## src/rtl/mem_map_pkg.sv

```systemverilog
// Hack memory map shared by the bus controller, the screen and the ROM loader.
package mem_map_pkg;
  typedef enum logic [1:0] {REG_RAM, REG_SCREEN, REG_KBD, REG_NONE} region_t;
  typedef enum logic [1:0] {IDLE, RD_REQ, WR_REQ} state_t;

  localparam logic [15:0] RAM_LIMIT   = 16'h3FFF;
  localparam logic [15:0] SCREEN_BASE = 16'h4000;
  localparam logic [15:0] KBD_ADDR    = 16'h6000;
endpackage

```

## src/rtl/mem_decode.sv

```systemverilog
// Combinational Hack address decode: region plus word offset within that region.
module mem_decode
  import mem_map_pkg::*;
#(
  parameter logic [15:0] SCREEN_BASE = mem_map_pkg::SCREEN_BASE,
  parameter logic [15:0] KBD_ADDR    = mem_map_pkg::KBD_ADDR
) (
  input  logic [15:0] addr,
  output region_t     region,
  output logic [13:0] offset
);
  logic [15:0] scr_off;

  assign scr_off = addr - SCREEN_BASE;

  always_comb begin
    region = REG_NONE;
    offset = addr[13:0];
    if (addr <= RAM_LIMIT) begin
      region = REG_RAM;
    end else if (addr >= SCREEN_BASE && addr < KBD_ADDR) begin
      region = REG_SCREEN;
      offset = {1'b0, scr_off[12:0]};
    end else if (addr == KBD_ADDR) begin
      region = REG_KBD;
    end
  end
endmodule

```

## src/rtl/mem_ctrl.sv

```systemverilog
// Hack CPU data-port controller: decodes RAM/screen/keyboard and runs req/ack
// handshakes to the back ends, stalling the CPU until read data is current.
//
// state  | meaning
// IDLE   | no back-end request; serves keyboard/out-of-range reads, accepts writes
// RD_REQ | read request outstanding to RAM or screen
// WR_REQ | write request outstanding to RAM or screen
module mem_ctrl
  import mem_map_pkg::*;
#(
  parameter int          TIMEOUT     = 255,
  parameter logic [15:0] SCREEN_BASE = mem_map_pkg::SCREEN_BASE,
  parameter logic [15:0] KBD_ADDR    = mem_map_pkg::KBD_ADDR
) (
  input  logic        clk,
  input  logic        reset_n,
  input  logic [15:0] cpu_address,
  input  logic        cpu_write,
  input  logic [15:0] cpu_wdata,
  output logic [15:0] cpu_rdata,
  output logic        cpu_busy,
  output logic        ram_req,
  output logic        ram_we,
  output logic [13:0] ram_addr,
  output logic [15:0] ram_wdata,
  input  logic [15:0] ram_rdata,
  input  logic        ram_ack,
  output logic        scr_req,
  output logic        scr_we,
  output logic [12:0] scr_addr,
  output logic [15:0] scr_wdata,
  input  logic [15:0] scr_rdata,
  input  logic        scr_ack,
  input  logic [15:0] kbd_code,
  output logic        bus_error
);
  localparam int CNT_W = 16;

  state_t       state;
  region_t      region;
  logic [13:0]  offset;
  logic         rd_valid;
  logic [15:0]  rd_addr;
  logic [15:0]  rd_data;
  logic [15:0]  kbd_q;
  logic [13:0]  addr_q;
  logic [15:0]  wdata_q;
  logic         we_q;
  logic [CNT_W-1:0] cnt;
  logic         stale;
  logic         ack;
  logic [15:0]  be_rdata;

  mem_decode #(.SCREEN_BASE(SCREEN_BASE), .KBD_ADDR(KBD_ADDR)) u_decode (
    .addr   (cpu_address),
    .region (region),
    .offset (offset)
  );

  assign stale     = !rd_valid || (cpu_address != rd_addr);
  assign cpu_busy  = (state != IDLE) || stale;
  assign cpu_rdata = (rd_addr == KBD_ADDR) ? kbd_q : rd_data;

  assign ram_addr  = addr_q;
  assign scr_addr  = addr_q[12:0];
  assign ram_wdata = wdata_q;
  assign scr_wdata = wdata_q;
  assign ram_we    = ram_req && we_q;
  assign scr_we    = scr_req && we_q;

  // Only the region with req raised can complete; stray acks are ignored.
  assign ack      = (ram_req && ram_ack) || (scr_req && scr_ack);
  assign be_rdata = ram_req ? ram_rdata : scr_rdata;

  always_ff @(posedge clk or negedge reset_n) begin
    if (!reset_n) begin
      state     <= IDLE;
      ram_req   <= 1'b0;
      scr_req   <= 1'b0;
      we_q      <= 1'b0;
      addr_q    <= '0;
      wdata_q   <= '0;
      rd_valid  <= 1'b0;
      rd_addr   <= '0;
      rd_data   <= '0;
      kbd_q     <= '0;
      bus_error <= 1'b0;
      cnt       <= '0;
    end else begin
      kbd_q <= kbd_code;
      case (state)
        IDLE: begin
          if (stale) begin
            rd_addr <= cpu_address;
            case (region)
              REG_RAM, REG_SCREEN: begin
                ram_req <= (region == REG_RAM);
                scr_req <= (region == REG_SCREEN);
                we_q    <= 1'b0;
                addr_q  <= offset;
                state   <= RD_REQ;
              end
              REG_KBD: rd_valid <= 1'b1;
              default: begin
                rd_data  <= '0;
                rd_valid <= 1'b1;
              end
            endcase
          end else if (cpu_write && (region == REG_RAM || region == REG_SCREEN)) begin
            ram_req  <= (region == REG_RAM);
            scr_req  <= (region == REG_SCREEN);
            we_q     <= 1'b1;
            addr_q   <= offset;
            wdata_q  <= cpu_wdata;
            rd_valid <= 1'b0;
            state    <= WR_REQ;
          end
        end
        RD_REQ, WR_REQ: begin
          // Ack beats timeout; req stays high for exactly TIMEOUT cycles otherwise.
          if (ack || cnt == CNT_W'(TIMEOUT - 1)) begin
            ram_req <= 1'b0;
            scr_req <= 1'b0;
            we_q    <= 1'b0;
            cnt     <= '0;
            state   <= IDLE;
            if (!ack) bus_error <= 1'b1;
            if (state == RD_REQ) begin
              rd_data  <= ack ? be_rdata : 16'h0000;
              rd_valid <= 1'b1;
            end
          end else begin
            cnt <= cnt + 1'b1;
          end
        end
        default: state <= IDLE;
      endcase
    end
  end
endmodule
```

## config.mk

```make
export PLATFORM = sky130hd
export DESIGN_NAME = mem_ctrl
export DESIGN_NICKNAME = d
export VERILOG_FILES = /design/src/rtl/mem_map_pkg.sv /design/src/rtl/mem_decode.sv /design/src/rtl/mem_ctrl.sv
export SDC_FILE = /design/constraint.sdc
export NUM_CORES = 1
export LEC_CHECK = 0
export CORE_UTILIZATION = 25
export CTS_BUF_LIST = sky130_fd_sc_hd__clkbuf_8
export CTS_CLUSTER_DIAMETER = 60
export DETAILED_ROUTE_END_ITERATION = 16
export GPL_TIMING_DRIVEN = 0
export HOLD_SLACK_MARGIN = 0.03
export PLACE_DENSITY = 0.48
export SLEW_MARGIN = 20
export SYNTH_ARGS = -nofsm -noshare
export SYNTH_HDL_FRONTEND = slang
export SYNTH_SLANG_ARGS = --single-unit
```

## constraint.sdc

```tcl
create_clock -name clk -period 4.6 [get_ports clk]
set_clock_uncertainty 0.05 [all_clocks]
set_input_delay 0.92 -clock clk [delete_from_list [all_inputs] [get_ports clk]]
set_output_delay 0.92 -clock clk [all_outputs]
set_load 0.01 [all_outputs]
```

==> results.ini <==
[logic_synthesis]
avgSynthCellArea_sq_um = 12.1
netlist_area_sq_um = 5040
yosys.area.top_type = dfrtp_1
synth-edff-count = 0
synthSimpleGateAreaFrac_pct = 10.3
synthFlopType = dfrtp_1
synthXorXnorAreaFrac_pct = 3.30
ys_seq_area_share_pct = 50.1
synthTopCellsByArea = dfrtp_1, mux2_2, buf_4
synth_top_area_share_pct = 50.1
synth.most_common_cell = dfrtp_1
ys_types = 50
synth_common_cells = dfrtp_1, mux2_2, buf_4, nor2_1, nand2_1
synth-async-reset-ratio_pct = 100
ys.warnings.count = 0
syn_inst = 415
synth-seq-cells = 101
syn-num-nets = 505
yosys.area_share.adder_pct = 1.24
synth_top_family_by_area = multiplexers
synth-compound-area-share_pct = 6.08
synthMuxAreaShare_pct = 22.0

[run]
cap_violations = 0

[clock_tree]
cts_sinks = 101
cts_hold_buffers = 0
cts_root_buf = clkbuf_8
cts_resized = 0
clk_pin_slew_ns = 0.09
clkLatencyLatePin_ns = 0.38
clock_path_buffers = 2
cts_max_level = 3
cts_setup_buffers = 0
cts_buffers = 9
cts_tree = done

[critical_path]
cpMaxStageDelayCell = clkdlybuf4s50_1
reg2reg_slack_ns = 2.06
r2r_start = ram_req
path_max_fanout = 10
crit_type = reg -> out
worst_setup_path_end_kind = primary output
cp-start-kind = register
rr_endpoint = rd_data[8]
cp.arrival_ns = 3.03
crit_chain = nor4_1 > nand4_1 > clkbuf_1 > mux2_2 > clkdlybuf4s50_1
cpPeakStageDelay_ns = 0.56
rr_worst_depth = 7
cp.required_ns = 3.63

[timing]
rsz0062_at_grt = no
setup-violations-final = 0
hold_ws_ns = 0.347
post-route-period-util_pct = 87.0
slew_viol_final = 0
maxSlewHeadroom_pct = 50.8
clock.fmax_mhz = 250
setup_tns_ns = 0
min_period_ns = 4.00
hold_viol = 0
worst-slew-pin-transition_ns = 0.738

[power_and_ir_drop]
p_leak_nw = 3.10
pwr_density_cell_nw_per_um2 = 457
irDropWorstVdd_mv = 0.179
total_power_mw = 3.34

[final_layout]
final_design_area_no_fill_sq_um = 7290
fin_nets = 682
utilization_pct = 37.2
area_delta_synth_final_pct = 44.7
n_antenna_cell = 0
drive_gt1_share_pct = 23.8

[global_route]
grt_pass1_wl_microns = 20100
grt_overflow = 0
grt_max_degree = 75
grt_pass1_vias = 3753
grt_usage_pct = 12.8
grt_antenna_before_repair = 0

[die]
die_area_sq_um = 20700
placementRows = 51
fp.dieH_microns = 144
io_pins = 166
start_util_pct = 25.7
core_area_sq_um = 19600
die_w_microns = 144

[min_path]
min_path_type = in -> async

[route]
routed_via_density = 4.33
firstDrtPassIters = 5
routed_wl_microns = 12600
drtIter0Drc = 116
vias = 3731
postRouteAntennaNets = 0
wl_per_cell_microns = 14.6
drc = 0

[place]
dpl_cell_area_sq_um = 7050
dp_hpwl_microns = 9560
portBuffers = 165
place_congestion = 0.783

[run_status]
status = finished, final reports clean

[state kept, by name, indices dropped and copies added, names as in the netlist]
signal     count
ram_wdata     16
rd_data       16
we_q           1
rd_addr       16
ram_addr      14
bus_error      1
rd_valid       1
cnt           16
scr_req        1
ram_req        1
state          2
kbd_q         16
[worst max path at each step]
| stage | cells after the start | slack (ns) | end | start |
|---|---|---|---|---|
| after floorplan | 5 | 1.81 | cpu_busy | cpu_address[14] |
| after global placement | 1 | -1.43 | ram_wdata[4] | reset_n |
| after detailed placement | 7 | 0.62 | cpu_busy | cpu_address[14] |
| after CTS | 5 | 0.53 | cpu_rdata[5] | rd_addr[0] |
| after global routing | 5 | 0.44 | cpu_rdata[5] | rd_addr[3] |
| final | 5 | 0.60 | cpu_rdata[5] | rd_addr[3] |
[metrics by stage]
stage	setup WS (ns)	cells
2_1_floorplan	1.81	415
3_3_place_gp	-1.43	845
3_5_place_dp	0.618	846
4_1_cts	0.530	862
5_1_grt	0.436	862
6_report	0.600	862
[cell usage in the layout, fill, tap and decap left out, types with 6 or more instances in the layout]
master / netlist / layout
buf_4: 32 / 32
nand3_1: 6 / 6
mux2_4: 10 / 10
clkdlybuf4s50_1: 0 / 164
mux2i_1: 17 / 17
xor2_1: 13 / 13
clkbuf_8: 0 / 12
mux2_2: 70 / 70
inv_1: 9 / 9
o21ai_0: 15 / 15
nor3_1: 6 / 6
nand2_1: 19 / 19
xnor2_1: 6 / 6
clkbuf_1: 9 / 9
nand4_1: 7 / 7
nor2_1: 21 / 21
dfrtp_1: 101 / 101
nor4_1: 7 / 7
[worst max-delay path, delay by kind of cell, from the launching register on]
family / cells / cell delay [ns]
flops: 1 / 0.41
simple gates: 2 / 0.95
mux: 1 / 0.31
buf+inv: 2 / 0.98
[layer usage]
layer | global-route usage, % | part of all wire, % | up-vias
li1 | - | - | 1803
met1 | 16.1 | 44 | 1836
met2 | 21.0 | 50 | 78
met3 | 3.64 | 4.5 | 14
met4 | 3.86 | 1.4 | 0
met5 | 0 | 0 | -
[where the power goes]
part | leakage, nW | switching [mW] | total [mW] | internal, mW
combinational | 1.69 | 0.630 | 1.43 | 0.802
sequential | 1.29 | 0.157 | 1.24 | 1.08
clock | 0.119 | 0.312 | 0.665 | 0.353
total | 3.10 | 1.10 | 3.34 | 2.24
[area by class of cell]
class	instances	area, sq um
Fill cell	1943	12300
Inverter	9	33.8
Multi-Input combinational cell	258	2160
Clock inverter	4	76.3
Clock buffer	12	165
Tap cell	265	332
Buffer	47	315
Sequential cell	101	2530
Timing Repair Buffer	166	1680
[cells by family (layout without fill, tap and decap cells)]
| kind of cell | after synthesis | count (layout) |
|---|---|---|
| compound gates | 46 | 46 |
| xor+xnor | 19 | 19 |
| fa+ha+maj | 5 | 5 |
| buf+inv | 56 | 238 |
| flops | 101 | 101 |
| mux | 97 | 97 |
| simple gates | 91 | 91 |
Note: power is estimated with default switching activity, not from simulation.
